--- config.mk ---
export PLATFORM = sky130hd
export DESIGN_NAME = wallace_mult_pipe
export DESIGN_NICKNAME = d
export VERILOG_FILES = /design/src/rtl/wallace_mult_pipe.sv
export SDC_FILE = /design/constraint.sdc
export NUM_CORES = 1
export LEC_CHECK = 0
export ABC_AREA = 1
export CAP_MARGIN = 15
export CORE_MARGIN = 10
export CORE_UTILIZATION = 59
export DETAILED_ROUTE_END_ITERATION = 6
export GPL_TIMING_DRIVEN = 0
export PLACE_DENSITY = 0.81
export SYNTH_ARGS = -nofsm -noshare
export SYNTH_HDL_FRONTEND = slang
export SYNTH_SLANG_ARGS = --single-unit
--- constraint.sdc ---
create_clock -name clk -period 4.5 [get_ports clk]
set_input_delay 0.9 -clock clk [delete_from_list [all_inputs] [get_ports clk]]
set_output_delay 0.9 -clock clk [all_outputs]
set_load 0.01 [all_outputs]
--- src/rtl/wallace_mult_pipe.sv ---
// Three-stage pipelined Wallace-tree multiplier, WIDTH x WIDTH -> 2*WIDTH, unsigned or signed per operand pair.
// Define WALLACE_TAG_EN to add an in_tag/out_tag sideband that travels in lockstep with each product.
module wallace_mult_pipe #(
  parameter int WIDTH = 8,
  parameter int TAG_W = 4
) (
  input  logic               clk,
  input  logic               rst_n,
  input  logic               in_valid,
  output logic               in_ready,
  input  logic [WIDTH-1:0]   in_a,
  input  logic [WIDTH-1:0]   in_b,
  input  logic               in_signed,
  output logic               out_valid,
  input  logic               out_ready,
  output logic [2*WIDTH-1:0] out_product
`ifdef WALLACE_TAG_EN
  ,
  input  logic [TAG_W-1:0]   in_tag,
  output logic [TAG_W-1:0]   out_tag
`endif
);

  localparam int PW         = 2 * WIDTH;
  localparam int NR         = WIDTH + 1;
  localparam int MAX_LAYERS = 10;

  if (WIDTH < 4 || WIDTH > 32) begin : g_bad_width
    $error("wallace_mult_pipe: WIDTH must be in 4..32");
  end

  // Handshake: a transfer happens on every edge where valid && ready, on both
  // ports. A stage advances when it is empty or the stage after it advances;
  // the output stage advances when it is empty or out_ready is high.
  logic r_v1, r_v2;
  logic w_s1_adv, w_s2_adv, w_s3_adv;

  assign w_s3_adv = !out_valid || out_ready;
  assign w_s2_adv = !r_v2 || w_s3_adv;
  assign w_s1_adv = !r_v1 || w_s2_adv;
  assign in_ready = w_s1_adv;

  logic [WIDTH-1:0] r_a1, r_b1;
  logic             r_sgn1;

  always_ff @(posedge clk or negedge rst_n) begin
    if (!rst_n) begin
      r_v1   <= 1'b0;
      r_a1   <= '0;
      r_b1   <= '0;
      r_sgn1 <= 1'b0;
    end else if (w_s1_adv) begin
      r_v1 <= in_valid;
      if (in_valid) begin
        r_a1   <= in_a;
        r_b1   <= in_b;
        r_sgn1 <= in_signed;
      end
    end
  end

  logic [PW-1:0] w_sum, w_carry;

  // Baugh-Wooley rows (cross-sign terms inverted, constant row adds 2^W + 2^(2W-1)),
  // then layers of row-wise 3:2 compressors, with a 2:2 on a leftover pair, until two rows remain.
  always_comb begin : wallace_tree
    logic [PW-1:0] red [NR];
    logic [PW-1:0] nxt [NR];
    logic          pp;
    int            n;
    int            m;
    for (int k = 0; k < NR; k++) begin
      red[k] = '0;
      nxt[k] = '0;
    end
    pp = 1'b0;
    n  = NR;
    m  = 0;
    for (int i = 0; i < WIDTH; i++) begin
      for (int j = 0; j < WIDTH; j++) begin
        pp = r_a1[j] & r_b1[i];
        if (r_sgn1 && ((i == WIDTH - 1) != (j == WIDTH - 1))) pp = ~pp;
        red[i][i+j] = pp;
      end
    end
    red[WIDTH] = r_sgn1 ? ((PW'(1) << WIDTH) | (PW'(1) << (PW - 1))) : '0;
    for (int l = 0; l < MAX_LAYERS; l++) begin
      if (n > 2) begin
        m = 0;
        for (int k = 0; k < NR; k++) nxt[k] = '0;
        for (int g = 0; g < NR / 3; g++) begin
          if (3 * g + 2 < n) begin
            nxt[m]   = red[3*g] ^ red[3*g+1] ^ red[3*g+2];
            nxt[m+1] = ((red[3*g] & red[3*g+1]) | (red[3*g] & red[3*g+2]) |
                        (red[3*g+1] & red[3*g+2])) << 1;
            m = m + 2;
          end
        end
        if (n % 3 == 2) begin
          nxt[m]   = red[n-2] ^ red[n-1];
          nxt[m+1] = (red[n-2] & red[n-1]) << 1;
          m = m + 2;
        end else if (n % 3 == 1) begin
          nxt[m] = red[n-1];
          m = m + 1;
        end
        for (int k = 0; k < NR; k++) red[k] = nxt[k];
        n = m;
      end
    end
    w_sum   = red[0];
    w_carry = red[1];
  end

  logic [PW-1:0] r_sum2, r_carry2;

  always_ff @(posedge clk or negedge rst_n) begin
    if (!rst_n) begin
      r_v2     <= 1'b0;
      r_sum2   <= '0;
      r_carry2 <= '0;
    end else if (w_s2_adv) begin
      r_v2 <= r_v1;
      if (r_v1) begin
        r_sum2   <= w_sum;
        r_carry2 <= w_carry;
      end
    end
  end

  always_ff @(posedge clk or negedge rst_n) begin
    if (!rst_n) begin
      out_valid   <= 1'b0;
      out_product <= '0;
    end else if (w_s3_adv) begin
      out_valid <= r_v2;
      if (r_v2) out_product <= r_sum2 + r_carry2;
    end
  end

`ifdef WALLACE_TAG_EN
  logic [TAG_W-1:0] r_tag1, r_tag2;

  always_ff @(posedge clk or negedge rst_n) begin
    if (!rst_n) begin
      r_tag1  <= '0;
      r_tag2  <= '0;
      out_tag <= '0;
    end else begin
      if (w_s1_adv && in_valid) r_tag1 <= in_tag;
      if (w_s2_adv && r_v1) r_tag2 <= r_tag1;
      if (w_s3_adv && r_v2) out_tag <= r_tag2;
    end
  end
`else
  if (TAG_W < 1) begin : g_bad_tag_w
    $error("wallace_mult_pipe: TAG_W must be at least 1");
  end
`endif

endmodule

## Yosys cells after proc, flatten, opt, wreduce, memory -nomap -nowiden

Cells that the tools add are included.

- Flip-flop bits (word level): 67
- Input port bits: 21
- Output and inout port bits: 18
- Word-level logic and storage cells: 161

- Add/subtract/negate cells: 1
- Multiplexer cells: 15
- Bitwise operators: 127
- Reductions and logical operators: 9

Operators with widths:

| kind | number |
|---|---|
| 15-bit OR | 7 |
| 16-bit bitwise XOR | 5 |
| 14-bit by 15-bit AND with 15-bit output | 5 |
| 15-bit AND | 5 |
| 1-bit AND | 64 |
| 11-bit by 13-bit AND with 13-bit output | 2 |
| 13-bit OR | 2 |
| 16-bit adder | 1 |
| 16-bit two-way mux | 1 |
| 14-bit by 16-bit bitwise XOR with 16-bit output | 1 |
| 15-bit by 16-bit bitwise XOR with 16-bit output | 1 |
| 13-bit by 15-bit AND with 15-bit output | 1 |
| 14-bit by 15-bit OR with 15-bit output | 1 |
| 14-bit by 15-bit bitwise XOR with 15-bit output | 1 |
| 13-bit by 14-bit AND with 14-bit output | 1 |
| 1-bit two-way mux | 14 |
| 1-bit NOT | 14 |
| 10-bit by 13-bit AND with 13-bit output | 1 |
| 12-bit by 13-bit AND with 13-bit output | 1 |
| 11-bit by 13-bit OR with 13-bit output | 1 |
| 12-bit by 13-bit OR with 13-bit output | 1 |
| 11-bit by 13-bit bitwise XOR with 13-bit output | 1 |
| 12-bit by 13-bit bitwise XOR with 13-bit output | 1 |
| 11-bit by 12-bit AND with 12-bit output | 1 |
| 13 further kinds | 19 |

## Depth between registers and ports, before layout

Gate-level depths: netlist (run 1).

- Depth in word-level cells: 15
- Mapped depth: 12
- Mapped depth without buffers: 11

## Worst setup path before layout (run 1)

Ideal clock, no wire load.

- Kind: register to register
- Start point: register r_sgn1
- End point: register r_sum2[7]
- Setup time: 0.065 ns
- Data arrival time: 3.057 ns
- Data required time: 4.435 ns
- Slack: 1.378 ns
- Cell stages (with the launch flop): 11
- Cells stage by stage: dfrtp_1 > buf_2 > buf_2 > xor2_1 > fa_1 > fa_1 > inv_1 > fa_1 > fa_1 > nand2_1 > nand2_1

- Word-level cells in the longest chain between the ends: 9
- Elaborated cells on any way between the ends: 14

RTL lines:

| item | RTL line | RTL |
|---|---|---|
| from (decl) | 44 | `logic r_sgn1;` |
| from (signal assigned) | 57 | `r_sgn1 <= in_signed;` |
| 1-bit two-way mux | 82 | `if (r_sgn1 && ((i == WIDTH - 1) != (j == WIDTH - 1))) pp = ~pp;` |
| 8-bit by 9-bit bitwise XOR with 9-bit output | 93 | `nxt[m] = red[3*g] ^ red[3*g+1] ^ red[3*g+2];` |
| 9-bit by 10-bit bitwise XOR with 10-bit output | 93 |  |
| 10-bit by 11-bit bitwise XOR with 11-bit output | 93 |  |
| 11-bit by 13-bit bitwise XOR with 13-bit output | 93 |  |
| 16-bit bitwise XOR | 93 |  |
| 16-bit bitwise XOR * (3 in series) | 93 |  |
| via w_sum[7] | 62 | `logic [PW-1:0] w_sum, w_carry;` |
| to (signal assigned) | 125 | `r_sum2 <= w_sum;` |
| to (decl) | 115 | `logic [PW-1:0] r_sum2, r_carry2;` |

Mark *: on every way through the listed nets, which the timed path passes. The rest lies on a longest branch.
A chain may end at the register's enable or synchronous reset.

## Worst setup path after layout (run 1)

Ends and elaborated chain as after synthesis.

==> metrics.txt, run 1 <==
core area=0.00781 sq mm; Initial Util=61.1%; synth unique cells=23; Final period util=73.9%; I/O pin count=39; Critical Path AT=3.62 ns; Pwr Density=632 mW/mm^2; worst-skew pair later-pin latency=0.35 ns; commonest non-fill, non-tap cell in the layout=nand2_1; Sequential Power Share=25.4%; Net Count, Synth=662; Pint=0.00190 W; overall routed net length=9750 um; worst slew pin tran=0.509 ns; DR vias/cell=4.98; Top Family by Delay on Critical Path=adder cells; clock sink total=63; unrepaired setup endpoints after global routing=no; clock power share=12.9%; Peak VDD IR=0.249 mV; cell row count=32; Startpoint Class=flip-flop; drt first pass iters=4; Max clock buf depth=2; Chip Height=110 um; Total GRT Usage=17.5%; WL per Instance=13.4 um; clock slew at reported path FFs=0.08 ns; initial antenna violation count=0; Post-CTS Setup Repair Bufs=0; post-layout util=70.0%; most frequent cells in the layout=nand2_1, inv_1, dfrtp_1; Port Buffers=38; Root Driver=clkbuf_8; Fin. Hold Viols=0; setup TNS=0 ns; worst-path cell chain=buf_2, buf_2, xor2_1, fa_1, fa_1, inv_1, fa_1, fa_1, nand2_1, nand2_1; yosys warns=0; post-CTS resize count=0; post-layout min period=3.33 ns; Nets=712; net switching power=0.00156 W; worst-path maximum fanout=10; Clock Skews=0.0128 ns; biggest cell delay along the critical path=0.55 ns; layout cells sized above 1=8.80%; fmax=0.301 GHz; Comb pwr share=61.6%; Crit-path slowest cell=fa_1; CTS Buf Count=9; final setup violation count=0; Die ar.=0.0121 sq mm; area grow syn2layout=14.6%; post-synthesis sequential area ratio=33.1%; # diodes=0; CP endpoint kind=flip-flop; static leakage=3.09 nW; Syn Area/Cell=8.37 sq um; CTS tree=done; # DRC=0; Crit path top cell by count=fa_1; DR iter-0 viols=138; ANT nets after route=0; total of max-cap violations=0; H-tree depth=3; DP HPWL=7620 um; RD Place Congestion=0.845; worst relative slew slack=66.1%; DR vias=3624; crit path buf inv count=3; Final Non-Filler Cells=727; sw frac=45.1%; Post-Syn Area=0.00477 sq mm; Cells after Synth=570; status=completed; Hold Path Class=flip-flop to flip-flop; DIE WIDTH=110 um; first-pass GRT wire length=17000 um; Crit Path Category=flip-flop to flip-flop; vias in the first global route=3760; largest net degree at the start of global routing=43; CP required=4.80 ns; Placed Cells incl. Taps=711; total congestion overflow=0; Slew Limit Fails=0; synthesized flop and latch total=63; Hold-fix buffers, CTS=0
Yosys cell counts (all sizes together):
master	instances	area share (%)
nand2	216	17
inv	106	8.3
dfrtp	63	33
fa	38	16
ha	33	8.7
nor2	16	1.4
clkbuf	15	1.2
mux2	15	4.7
xor2	14	2.6
buf	13	1.9
nand3	13	1.4
o21ai	11	1.2
a21oi	7	0.73
xnor2	4	0.73
nand3b	2	0.31
nand4	2	0.26
a31o	1	0.18
o22ai	1	0.13
logic make-up after synthesis:
logic type / count (synthesis) / share of synthesized area [%]
simple gates: 249 / 20.7
buf+inv: 134 / 11.4
fa+ha+maj: 71 / 24.6
flops: 63 / 33.1
compound gates: 20 / 2.20
xor+xnor: 18 / 3.31
mux: 15 / 4.72
state kept, by name, summed over array words and instances (netlist names):
name         cells
r_sgn1           1
r_v2             1
r_carry2        11
out_valid        1
r_v1             1
r_a1             8
out_product     16
r_b1             8
r_sum2          16
worst paths after layout:
| check | cells after the start | startpoint | to | slack [ns] |
|---|---|---|---|---|
| max reg2reg | 10 | r_sgn1 | r_sum2[7] | 1.17 |
| min in group asynchronous | 1 | rst_n | out_product[4] | 0.51 |
| min reg2reg | 2 | r_sum2[3] | out_product[3] | 0.48 |
| min | 2 | r_sum2[3] | out_product[3] | 0.48 |
| max in group asynchronous | 2 | rst_n | r_sum2[12] | 3.39 |
| max | 10 | r_sgn1 | r_sum2[7] | 1.17 |
per-stage QoR:
stage,total power [W],cell area [sq um],hold WS [ns],worst slack [ns]
after floorplan,0.00239,4770,0.442,1.38
after global placement,0.00291,5280,0.458,0.604
after detailed placement,0.00303,5290,0.461,1.17
after CTS,0.00349,5460,0.481,1.18
after global routing,0.00386,5460,0.499,1.04
final,0.00345,5460,0.480,1.17
routing by layer:
metal,up-vias,global-route usage [%],routed length (um)
met3,16,3.92,496
met5,-,0,0
li1,1783,-,-
met2,85,29.9,4830
met4,0,5.95,131
met1,1740,21.3,4290
final cells by class:
cell class	instances	area [sq um]
fill	652	2340
multi-input combinational	373	2650
tap	102	128
sequential	63	1580
timing repair buffer	39	395
clock inverter	7	48.8
clock buffer	9	124
inverter	106	398
buffer	28	146
power by group through the flow:
stage / clock [W] / sequential, W / combinational [W]
finish: 0.000446 / 0.000879 / 0.00213
global route: 0.000477 / 0.000905 / 0.00248
CTS: 0.000454 / 0.000880 / 0.00215
detailed placement: 0 / 0.000890 / 0.00214
global placement: 0 / 0.000882 / 0.00203
floorplan: 0 / 0.000905 / 0.00148
tightest hold or removal path: stages, from the launching register on:
cell	delay, ns
dfrtp_1	0.35
nand2_1	0.06
nand2_1	0.05
(Power assumes the default switching activity.)
==> run 2: changes to the inputs <==
--- a/config.mk
+++ b/config.mk
@@ -8,10 +8,10 @@
 export ABC_AREA = 1
 export CAP_MARGIN = 15
 export CORE_MARGIN = 10
-export CORE_UTILIZATION = 59
+export CORE_UTILIZATION = 54
 export DETAILED_ROUTE_END_ITERATION = 6
 export GPL_TIMING_DRIVEN = 0
-export PLACE_DENSITY = 0.81
+export PLACE_DENSITY = 0.78
 export SYNTH_ARGS = -nofsm -noshare
 export SYNTH_HDL_FRONTEND = slang
 export SYNTH_SLANG_ARGS = --single-unit
==> constraint.sdc (replaced) <==
create_clock -name clk -period 3 [get_ports clk]
set_input_delay 0.6 -clock clk [delete_from_list [all_inputs] [get_ports clk]]
set_output_delay 0.6 -clock clk [all_outputs]
set_load 0.01 [all_outputs]
==> metrics.txt, run 2 (same netlist as run 1, synthesis figures left out) <==
initial antenna violation count=0; # diodes=0; fill cell count=736; Root Driver=clkbuf_8; post-layout min period=2.96 ns; most frequent cells in the layout=nand2_1, inv_1, dfrtp_1; Max clock buf depth=2; setup TNS=0 ns; routed metal-1 wirelength=4330 um; vias in the first global route=3765; Total GRT Usage=16.0%; Port Buffers=38; Critical Path AT=3.20 ns; cell row count=34; Nets=713; Chip Height=114 um; DP HPWL=7580 um; Worst R2R Path Depth=10; I/O pin count=39; post-layout util=64.9%; top sig layer=met4; area grow syn2layout=18.1%; WL per Instance=13.4 um; core area=0.00868 sq mm; drt first pass iters=4; fmax=0.338 GHz; total congestion overflow=0; DR vias=3608; overall routed net length=9850 um; post-route cell area=0.00563 sq mm; Final period util=98.5%; DR vias/cell=4.92; ANT nets after route=0; Routed met2 length=4910 um; Hold Path Class=primary input to asynchronous set/reset pin; Fin. Hold Viols=0; DR iter-0 viols=172; Clock Skews=0.00771 ns; Startpoint Class=flip-flop; DIE WIDTH=114 um; final setup violation count=0; Total Power=0.00534 W; unrepaired setup endpoints after global routing=yes; # DRC=0; Reg2Reg Launch Point=r_b1[3]; CTS tree=done; WL met3=492 um; static leakage=3.16 nW; largest net degree at the start of global routing=44; total of max-cap violations=0; first-pass GRT wire length=17300 um; commonest non-fill, non-tap cell in the layout=nand2_1; clock sink total=63; worst relative slew slack=68.6%; placed instance area=0.00533 sq mm; worst slew pin tran=0.470 ns; RD Place Congestion=0.902; Die ar.=0.0130 sq mm; Peak VDD IR=0.385 mV; CP endpoint kind=flip-flop; status=completed; FF-to-FF End=r_sum2[7]; Initial Util=54.9%; biggest registers after layout=out_product: 16 flops, r_sum2: 16 flops, r_carry2: 11 flops; layout cells sized above 1=15.0%; CTS Buf Count=9; WHS=0.194 ns; Pwr Density=948 mW/mm^2; Slew Limit Fails=0; clock slew at reported path FFs=0.08 ns; worst-skew pair later-pin latency=0.35 ns; worst-path maximum fanout=7; CP required=3.24 ns; H-tree depth=3; Crit Path Category=flip-flop to flip-flop; Worst R2R Setup Slack=0.04 ns
[run 2: changes by cell type in the layout (fill, tap and decap cells not counted), moves of 4 or more]
cell and change:
clkbuf_1 -13, buf_4 +15, inv_2 +4, dfrtp_2 +12, dfrtp_1 -12, inv_1 -4
nand2_1 -4
[run 2: critical path, cell delays in order (launching register included)]
cell and delay (ns):
dfrtp_2 0.48, nand2_2 0.10, inv_2 0.04, fa_1 0.52, inv_1 0.06, fa_2 0.56
inv_2 0.04, fa_2 0.52, fa_1 0.40, nand2_1 0.08, nand2_1 0.05
[run 2: area by class of cell]
type	count	area, sq um	area share [%]
multi-input combinational	373	2690	47.7
buffer	15	124	2.20
tap	108	135	2.40
clock buffer	9	124	2.20
inverter	106	398	7.06
timing repair buffer	53	498	8.84
clock inverter	7	77.6	1.38
sequential	63	1590	28.3
[run 2: repair_timing]
action	in CTS	in global routing
hold buffers	0	0
endpoints found under the setup margin	9	8
setup buffers	3	11
gates resized for setup	14	21
pin swaps	6	17
[run 2: how the worst max path moves through the flow]
stage	cells after the start	end	slack (ns)	startpoint
2_1_floorplan	10	r_sum2[7]	0.04	r_sgn1
3_3_place_gp	1	r_sgn1	-0.57	rst_n
3_5_place_dp	9	r_sum2[8]	-0.26	r_b1[5]
4_1_cts	10	r_sum2[7]	0.008	r_b1[0]
5_1_grt	10	r_sum2[7]	-0.03	r_b1[3]
6_report	10	r_sum2[7]	0.04	r_b1[3]
[run 2: per-layer routing]
layer / track usage, % / vias to the layer above
met3: 3.20 / 13
met1: 19.9 / 1717
met5: 0 / -
met4: 5.85 / 0
met2: 26.8 / 95
li1: - / 1783
[run 2: stage by stage]
step | cells | worst slack (ns)
global route | 734 | -0.0269
floorplan | 570 | 0.0426
detailed placement | 717 | -0.255
global placement | 716 | -0.575
finish | 734 | 0.0444
CTS | 725 | 0.00788
[run 2: power breakdown]
group | switching [W] | internal, W
Combinational | 0.00174 | 0.00142
Clock | 0.000382 | 0.000392
Sequential | 0.000230 | 0.00117
Total | 0.00235 | 0.00299
==> run 3: changes to the inputs <==
--- a/config.mk
+++ b/config.mk
@@ -7,11 +7,11 @@
 export LEC_CHECK = 0
 export ABC_AREA = 1
 export CAP_MARGIN = 15
-export CORE_MARGIN = 10
-export CORE_UTILIZATION = 54
+export CORE_MARGIN = 5
+export CORE_UTILIZATION = 59
 export DETAILED_ROUTE_END_ITERATION = 6
 export GPL_TIMING_DRIVEN = 0
-export PLACE_DENSITY = 0.78
+export PLACE_DENSITY = 0.81
 export SYNTH_ARGS = -nofsm -noshare
 export SYNTH_HDL_FRONTEND = slang
 export SYNTH_SLANG_ARGS = --single-unit
==> constraint.sdc (replaced) <==
create_clock -name clk -period 2.9 [get_ports clk]
set_input_delay 0.435 -clock clk [delete_from_list [all_inputs] [get_ports clk]]
set_output_delay 0.435 -clock clk [all_outputs]
set_load 0.01 [all_outputs]
==> metrics.txt, run 3 (same netlist as run 1, synthesis figures left out) <==
status=finished, violations left; failing checks=negative setup slack; DR iter-0 viols=150; Pwr Density=978 mW/mm^2; clock sink total=63; routed metal-1 wirelength=4230 um; Placed Cells incl. Taps=711; first-pass GRT wire length=17400 um; Die ar.=0.00998 sq mm; vias in the first global route=3851; CP endpoint kind=flip-flop; biggest registers after layout=out_product: 16 flops, r_sum2: 16 flops, r_carry2: 11 flops; I/O pin count=39; Final Non-Filler Cells=739; worst-skew pair later-pin latency=0.35 ns; Slew Limit Fails=0; CTS tree=done; post-route setup slack=-0.0334 ns; clock slew at reported path FFs=0.08 ns; cell row count=32; WL per Instance=13.5 um; # diodes=0; worst slew pin tran=0.501 ns; DR vias/cell=5.01; Hold-fix buffers, CTS=0; Total Power=0.00561 W; initial antenna violation count=0; Hold Path Class=primary input to asynchronous set/reset pin; unrepaired setup endpoints after global routing=yes; FF+latch area=0.00159 sq mm; layout cells sized above 1=19.8%; Final period util=101%; top sig layer=met4; DR vias=3701; fill cell count=599; setup TNS=-0.0334 ns; Peak VDD IR=0.443 mV; Root Driver=clkbuf_8; Nets=724; DP HPWL=7250 um; Startpoint Class=flip-flop; Initial Util=61.1%; ANT nets after route=0; # DRC=0; commonest non-fill, non-tap cell in the layout=nand2_1; worst relative slew slack=66.6%; worst-path maximum fanout=8; Port Buffers=38; total of max-cap violations=0; RD Place Congestion=0.856; Worst R2R Setup Slack=-0.03 ns; Crit Path Category=flip-flop to flip-flop; area grow syn2layout=20.2%; overall routed net length=9990 um; Chip Height=99.9 um; Clock Skews=0.0106 ns; total congestion overflow=0; area of the multi-input gates=0.00272 sq mm; drt first pass iters=5; fmax=0.341 GHz; core area=0.00781 sq mm; CTS Buf Count=9; final setup violation count=1; most frequent cells in the layout=nand2_1, inv_1, dfrtp_1; Fin. Hold Viols=0; DIE WIDTH=99.9 um; WHS=0.0388 ns; Total GRT Usage=21.9%; H-tree depth=3; CP required=3.15 ns; Critical Path AT=3.18 ns; static leakage=3.19 nW; Max clock buf depth=2; post-layout min period=2.93 ns; largest net degree at the start of global routing=43; WL met3=597 um; Routed met2 length=5000 um
## run 3: cell count changes in the layout (fill, tap and decap cells not counted), sizes merged
cell	change
inv	-2
clkinv	+2
bufinv	-1
buf	+9
clkbuf	+3
## run 3: area by class of cell
class                   count  share of cell area, %
inverters                 106                   6.94
multi-input cells         373                   47.4
plain buffers              14                   2.14
repair buffers             65                   10.4
clock buffers              10                   2.40
clock inverters             6                  0.764
flip-flops and latches     63                   27.8
well taps                 102                   2.23
## run 3: worst max-delay path: stages (launching register included)
cell	delay (ns)
dfrtp_2	0.49
nand2_1	0.11
inv_2	0.04
fa_1	0.51
inv_2	0.04
fa_2	0.56
inv_2	0.04
fa_2	0.52
fa_1	0.40
nand2_1	0.07
nand2_1	0.04
## run 3: power by group
part / internal [W] / total (W) / switching [W]
Clock: 0.000336 / 0.000714 / 0.000378
Combinational: 0.00159 / 0.00345 / 0.00186
Sequential: 0.00121 / 0.00145 / 0.000236
## run 3: path summary, 6_finish.rpt
path / startpoint / cells past startpoint / endpoint
worst min register to register: r_sum2[8] / 2 / r_sum2[8]
worst max-delay path: r_b1[4] / 10 / r_sum2[7]
max in group asynchronous: rst_n / 2 / r_a1[6]
worst max register to register: r_b1[4] / 10 / r_sum2[7]
worst min-delay path: rst_n / 1 / out_product[4]
min in group clk: r_sum2[8] / 2 / r_sum2[8]
## run 3: timing repair
item,in CTS,in global routing
resized for setup,19,36
setup endpoints to repair,11,15
cloned,0,0
buffers inserted,20,6
pin swaps,12,29
endpoints found under the hold margin,0,0
## run 3: metrics by stage
step	instance area [sq um]	utilization, %	worst slack (ns)
final	5730	73.4	-0.0334
after floorplan	4800	-	0.0226
after detailed placement	5330	68.2	-0.215
after global routing	5730	73.4	-0.0761
after CTS	5650	72.4	-0.0312
after global placement	5310	68.0	-0.496
## run 3: per-layer routing
metal	track usage, %	up-vias
met2	37.7	119
met5	0	-
met3	5.14	18
met1	27.0	1759
met4	7.56	0
li1	-	1805
